[src/rtl/spi_ram_burst_slave.sv]
// SPI slave with a single-port RAM, independent write/read pointers and abort detection.
// MISO shows word MSB after edge 4 of a read frame; define SPI_RAM_BURST_EN for auto-increment bursts.
module spi_ram_burst_slave #(
  parameter int DATA_W = 8,
  parameter int DEPTH  = 256,
  parameter int ADDR_W = 8
) (
  input  logic clk,
  input  logic rst_n,
  input  logic SS_n,
  input  logic MOSI,
  output logic MISO,
  output logic busy,
  output logic frame_err
);

  localparam int SW  = (DATA_W > ADDR_W) ? DATA_W : ADDR_W;
  localparam int SHW = SW - 1;
  localparam int CW  = $clog2(SW + 1);

  typedef enum logic [2:0] {IDLE, CMD, ADDR, WDATA, RTURN, RDATA} state_t;

  state_t              state_q, state_d;
  logic [CW-1:0]       cnt_q, cnt_d;
  logic [SHW-1:0]      shift_q, shift_d;
  logic [ADDR_W-1:0]   wr_ptr_q, wr_ptr_d, rd_ptr_q, rd_ptr_d;
  logic                tgt_rd_q, tgt_rd_d, hold_q, hold_d;
  logic                miso_q, miso_d, ferr_q, ferr_d;
  logic [DATA_W-1:0]   oshift_q, oshift_d;
  logic [DATA_W-1:0]   mem [DEPTH];
  logic [DATA_W-1:0]   rdata_q, word;
  logic [ADDR_W-1:0]   addr_in, re_addr;
  logic                we, re;

  function automatic logic [ADDR_W-1:0] inc_ptr(input logic [ADDR_W-1:0] p);
    return (p == ADDR_W'(DEPTH - 1)) ? '0 : p + 1'b1;
  endfunction

  always_ff @(posedge clk or negedge rst_n) begin
    if (!rst_n) begin
      state_q  <= IDLE;
      cnt_q    <= '0;
      shift_q  <= '0;
      wr_ptr_q <= '0;
      rd_ptr_q <= '0;
      tgt_rd_q <= 1'b0;
      hold_q   <= 1'b0;
      miso_q   <= 1'b0;
      ferr_q   <= 1'b0;
      oshift_q <= '0;
    end else begin
      state_q  <= state_d;
      cnt_q    <= cnt_d;
      shift_q  <= shift_d;
      wr_ptr_q <= wr_ptr_d;
      rd_ptr_q <= rd_ptr_d;
      tgt_rd_q <= tgt_rd_d;
      hold_q   <= hold_d;
      miso_q   <= miso_d;
      ferr_q   <= ferr_d;
      oshift_q <= oshift_d;
    end
  end

  always_comb begin
    state_d = state_q;
    if (SS_n) begin
      state_d = IDLE;
    end else begin
      case (state_q)
        IDLE:  state_d = CMD;
        CMD: begin
          case ({shift_q[0], MOSI})
            2'b00, 2'b10: state_d = ADDR;
            2'b01:        state_d = WDATA;
            default:      state_d = RTURN;
          endcase
        end
        RTURN: if (cnt_q != '0) state_d = RDATA;
        default: state_d = state_q;
      endcase
    end
  end

  always_comb begin
    cnt_d    = cnt_q;
    shift_d  = shift_q;
    wr_ptr_d = wr_ptr_q;
    rd_ptr_d = rd_ptr_q;
    tgt_rd_d = tgt_rd_q;
    hold_d   = hold_q;
    miso_d   = 1'b0;
    oshift_d = oshift_q;
    we       = 1'b0;
    re       = 1'b0;
    re_addr  = rd_ptr_q;
    word     = {shift_q[DATA_W-2:0], MOSI};
    addr_in  = {shift_q[ADDR_W-2:0], MOSI};
    // Abort is only an error when a field was partially shifted in.
    ferr_d   = SS_n && ((state_q == CMD) ||
                        (((state_q == ADDR) || (state_q == WDATA)) && (cnt_q != '0)));
    if (SS_n) begin
      cnt_d  = '0;
      hold_d = 1'b0;
    end else begin
      case (state_q)
        IDLE: begin
          shift_d = SHW'({shift_q, MOSI});
          cnt_d   = '0;
          hold_d  = 1'b0;
        end
        CMD: begin
          tgt_rd_d = shift_q[0];
          cnt_d    = '0;
          re       = (shift_q[0] && MOSI);
        end
        ADDR: if (!hold_q) begin
          shift_d = SHW'({shift_q, MOSI});
          cnt_d   = cnt_q + 1'b1;
          if (cnt_q == CW'(ADDR_W - 1)) begin
            cnt_d  = '0;
            hold_d = 1'b1;
            if (tgt_rd_q) rd_ptr_d = ADDR_W'(int'(addr_in) % DEPTH);
            else          wr_ptr_d = ADDR_W'(int'(addr_in) % DEPTH);
          end
        end
        WDATA: if (!hold_q) begin
          shift_d = SHW'({shift_q, MOSI});
          cnt_d   = cnt_q + 1'b1;
          if (cnt_q == CW'(DATA_W - 1)) begin
            we    = 1'b1;
            cnt_d = '0;
`ifdef SPI_RAM_BURST_EN
            wr_ptr_d = inc_ptr(wr_ptr_q);
`else
            hold_d = 1'b1;
`endif
          end
        end
        RTURN: begin
          cnt_d = CW'(1);
          if (cnt_q != '0) begin
            miso_d   = rdata_q[DATA_W-1];
            oshift_d = rdata_q;
          end
        end
        RDATA: if (!hold_q) begin
          if (cnt_q == CW'(DATA_W)) begin
`ifdef SPI_RAM_BURST_EN
            miso_d   = rdata_q[DATA_W-1];
            oshift_d = rdata_q;
            cnt_d    = CW'(1);
`else
            hold_d = 1'b1;
            cnt_d  = '0;
`endif
          end else begin
            miso_d   = oshift_q[DATA_W-2];
            oshift_d = oshift_q << 1;
            cnt_d    = cnt_q + 1'b1;
`ifdef SPI_RAM_BURST_EN
            // Prefetch the next word while bit 1 goes out so words abut.
            if (cnt_q == CW'(DATA_W - 2)) begin
              re       = 1'b1;
              re_addr  = inc_ptr(rd_ptr_q);
              rd_ptr_d = inc_ptr(rd_ptr_q);
            end
`endif
          end
        end
        default: cnt_d = cnt_q;
      endcase
    end
  end

  always_ff @(posedge clk) begin
    if (rst_n && we) mem[wr_ptr_q] <= word;
    if (re) rdata_q <= mem[re_addr];
  end

  always_comb begin
    MISO      = miso_q;
    busy      = (state_q != IDLE);
    frame_err = ferr_q;
  end

endmodule

[config.mk]
export PLATFORM = sky130hd
export DESIGN_NAME = spi_ram_burst_slave
export DESIGN_NICKNAME = d
export VERILOG_FILES = /design/src/rtl/spi_ram_burst_slave.sv
export SDC_FILE = /design/constraint.sdc
export NUM_CORES = 2
export LEC_CHECK = 0
export BUFFER_PORTS_ARGS = -buffer_cell sky130_fd_sc_hd__buf_2
export CAP_MARGIN = 20
export CELL_PAD_IN_SITES_DETAIL_PLACEMENT = 0
export CELL_PAD_IN_SITES_GLOBAL_PLACEMENT = 1
export CORE_ASPECT_RATIO = 1.2
export CORE_MARGIN = 3
export CORE_UTILIZATION = 55
export CTS_BUF_LIST = sky130_fd_sc_hd__clkbuf_8
export DETAILED_ROUTE_END_ITERATION = 7
export PLACE_DENSITY = 0.86
export SLEW_MARGIN = 20
export SYNTH_ARGS = -nofsm -noshare
export SYNTH_HDL_FRONTEND = slang
export SYNTH_SLANG_ARGS = --single-unit
[constraint.sdc]
create_clock -name clk -period 10.55 [get_ports clk]
set_input_delay 0.5275 -clock clk [delete_from_list [all_inputs] [get_ports clk]]
set_output_delay 0.5275 -clock clk [all_outputs]
set_load 0.01 [all_outputs]
==> results.yml <==
job:
  drv_cap: 0
critical_path:
  worstSetupStartpointType: "flop"
  cpMaxStageDelayCell: "nor3_1"
  critPathMaxStageDelay_ps: 950
  crit_chain: "buf_12, buf_12, mux4_2, a22o_1, a221oi_1, o32ai_1, nor3_1, nor4_1"
  worstPathArrival_ps: 5940
  cp-end-kind: "flop"
  critical_path_class: "reg -> reg"
  crit_top_cell: "buf_12"
  path_max_fanout: 91
  path_delay_family: "compound AO/OA/AOI/OAI gates"
  crit_required_ps: 11280
  critPathBufInv: 2
yosys:
  yosysTopAreaCell: "edfxtp_1"
  muxShareOfSynthArea_pct: 14.3
  synthAdderAreaFrac_pct: 0.0768
  synth-xor-area-share_pct: 0
  synth_fp_nets: 3955
  ys_seq_area_share_pct: 77.1
  synth_cells: 3946
  ys_warn_count: 0
  yosys.area_share.simple_pct: 3.01
  synth-compound-area-share_pct: 3.82
  synth_area_leaders: "edfxtp_1, mux4_2, mux2i_1"
  synth_top_family_by_area: "multiplexers"
  synth-edff-count: 2056
  synth_area_mm2: 0.0814
  ys_async_sr_fraction_pct: 1.96
  avgSynthCellArea_um2: 20.6
  ys_seq_elements: 2097
  ys_types: 62
  synthFlopType: "edfxtp_1"
  synth_top_area_share_pct: 75.8
place:
  port_buffers: 6
  place_inst: 5739
  pre_cts_ws_ps: 5370
  post-dp-hpwl_um: 111000
  gp_congestion: 0.850
  postPlaceCellArea_mm2: 0.0833
global_route:
  grt_max_degree: 119
  grt_usage_pct: 25.0
  antenna_found_initial: 5
  overflow: 0
  grt_pass1_vias: 40900
  grt_pass1_wl_um: 277000
power_and_ir_drop:
  p_switching_mw: 4.13
  swShare_pct: 23.6
  p_comb_share_pct: 5.8
  pwr-share-clk_pct: 34.0
  power.density_mw_per_mm2: 197
  p_int_mw: 13.4
  seqPwrFrac_pct: 60.1
  peakVddDrop_mv: 0.330
  cellLeakagePower_nw: 26.6
finish:
  final_area_mm2: 0.0888
  fin_nets: 4115
  ff_latch_area_mm2: 0.0628
  multi_input_area_mm2: 0.0174
  drive_gt1_share_pct: 22.1
  syn2layout_area_growth_pct: 9.09
  fillCellCount: 9878
  final_cells: 6261
sta:
  setup_viol: 0
  maxClockFrequency_mhz: 192
  min_period_ps: 5210
  drv_slew: 0
  fin_ws_ps: 5340
  post-route-period-util_pct: 49.4
  timing.hold.ws_ps: 116
  clock_skew_ps: 64.5
  worst_pin_slew_ps: 1250
  grt_setup_unrepaired: "false"
  hold_violations: 0
  tns_ps: 0
  slew_headroom_pct: 15.9
route:
  ant_nets: 0
  avgViaCountPerCell: 6.47
  routed_wl_um: 188000
  drt_first_iter_violations: 5462
  vias: 40500
  dr.pass1.iters: 6
  wl_per_cell_um: 30.0
  drcViolationCount: 0
floorplan:
  die_h_um: 428
  rows: 154
  core_mm2: 0.147
  die_w_um: 357
  start_util_pct: 55.4
  io_pins: 7
  fp.dieArea_mm2: 0.153
clock_network:
  clk_latency_ps: 1020
  cts.sinks: 2097
  cts_inserted_buffers: 308
  cts_buffer_depth: 4
  tritoncts: "done"
  htree_levels: 5
  cts_root_buf: "clkbuf_8"
  clk_pin_slew_worst_paths_ps: 60
outcome:
  status: "completed"
min_path:
  hp-class: "in -> async"
## routing by layer
layer | track usage (%) | wire length [um] | up-vias
li1 | - | - | 16800
met1 | 33.8 | 68600 | 21000
met2 | 39.1 | 90900 | 2341
met3 | 6.68 | 19900 | 435
met4 | 10.2 | 8180 | 2
met5 | 0 | 89 | -
## cell type report
class,instances,area share (%)
sequential,2097,70.7
antenna,3,0.00845
inverter,7,0.0296
timing repair buffer,83,0.853
clock inverter,197,1.24
tap,1950,2.75
multi-input combinational,1609,19.5
clock buffer,315,4.88
## worst paths after layout
| kind | start | cells past startpoint | endpoint | slack [ps] |
|---|---|---|---|---|
| setup / recovery | rd_ptr_q[0] | 8 | rdata_q[0] | 5340 |
| hold / removal | rst_n | 2 | oshift_q[6] | 120 |
| setup reg to reg | rd_ptr_q[0] | 8 | rdata_q[0] | 5340 |
| hold reg to reg | oshift_q[3] | 2 | oshift_q[3] | 480 |
| max in group asynchronous | rst_n | 2 | shift_q[5] | 9880 |
| min in group clk | SS_n | 3 | state_q[1] | 470 |
## cells by family (layout without fill, tap and decap cells)
logic type      count (synthesis)  after routing
simple gates                  526            526
fa+ha+maj                       5              5
mux                           629            629
buf+inv                       240            602
other cells                     0              3
compound gates                449            449
flops                        2097           2097
## placed cells by master, fill, tap and decap left out, types with 10 or more instances in the layout
master and n:
nor3_1 29, nor2b_1 28, mux2_2 38, dfrtp_1 29, buf_4 59, clkinv_2 28
a22oi_1 155, nand2b_1 15, mux2i_1 163, inv_1 91, bufinv_16 11, edfxtp_1 2056
a211oi_1 22, nor2_1 287, nor4_1 18, o22ai_1 58, o221ai_1 32, dfrtp_4 10
clkinv_1 64, nor4_2 12, a21oi_1 88, nand3_1 18, nand2_1 64, a221oi_1 10
o21ai_0 21, mux4_2 423, clkbuf_8 316, a22o_1 10
## flip-flops by register name, summed over array words and instances, names as in the netlist
name       flops
shift_q        7
hold_q         1
oshift_q       7
frame_err      1
wr_ptr_q       8
state_q        3
mem         2048
rd_ptr_q       8
MISO           1
cnt_q          4
tgt_rd_q       1
rdata_q        8
## Yosys cell counts (13+ instances only)
| master | instances |
|---|---|
| nor3_1 | 29 |
| clkbuf_1 | 102 |
| o21ai_0 | 21 |
| nor2b_1 | 31 |
| mux2_2 | 38 |
| nor4_1 | 22 |
| o221ai_1 | 32 |
| buf_4 | 27 |
| nor2_1 | 289 |
| buf_6 | 37 |
| a22oi_1 | 155 |
| edfxtp_1 | 2056 |
| o22ai_1 | 58 |
| mux4_2 | 423 |
| mux2i_1 | 163 |
| a211oi_1 | 22 |
| nand2b_1 | 15 |
| a21oi_1 | 88 |
| buf_1 | 13 |
| nand3_1 | 22 |
| dfrtp_1 | 41 |
| buf_2 | 49 |
| nand2_1 | 64 |
## stage by stage
step,total power [mW],utilization (%)
finish,17.5,60.4
global placement,11.6,56.6
floorplan,11.3,-
CTS,17.6,60.4
global route,18.1,60.4
detailed placement,11.7,56.6
## repair_timing
item                                   in CTS  in global routing
hold buffers                                4                  0
gates resized for setup                     0                  0
buffers inserted                            0                  0
endpoints found under the hold margin      71                  0
## power groups by stage
stage	registers, mW	logic, mW	clock network, mW
2_1_floorplan	11.2	0.0728	0
3_3_place_gp	10.8	0.857	0
3_5_place_dp	10.8	0.920	0
4_1_cts	10.6	0.919	6.02
5_1_grt	10.6	1.12	6.40
6_report	10.5	1.02	5.96
No activity file was read; power rests on OpenSTA's default activity.
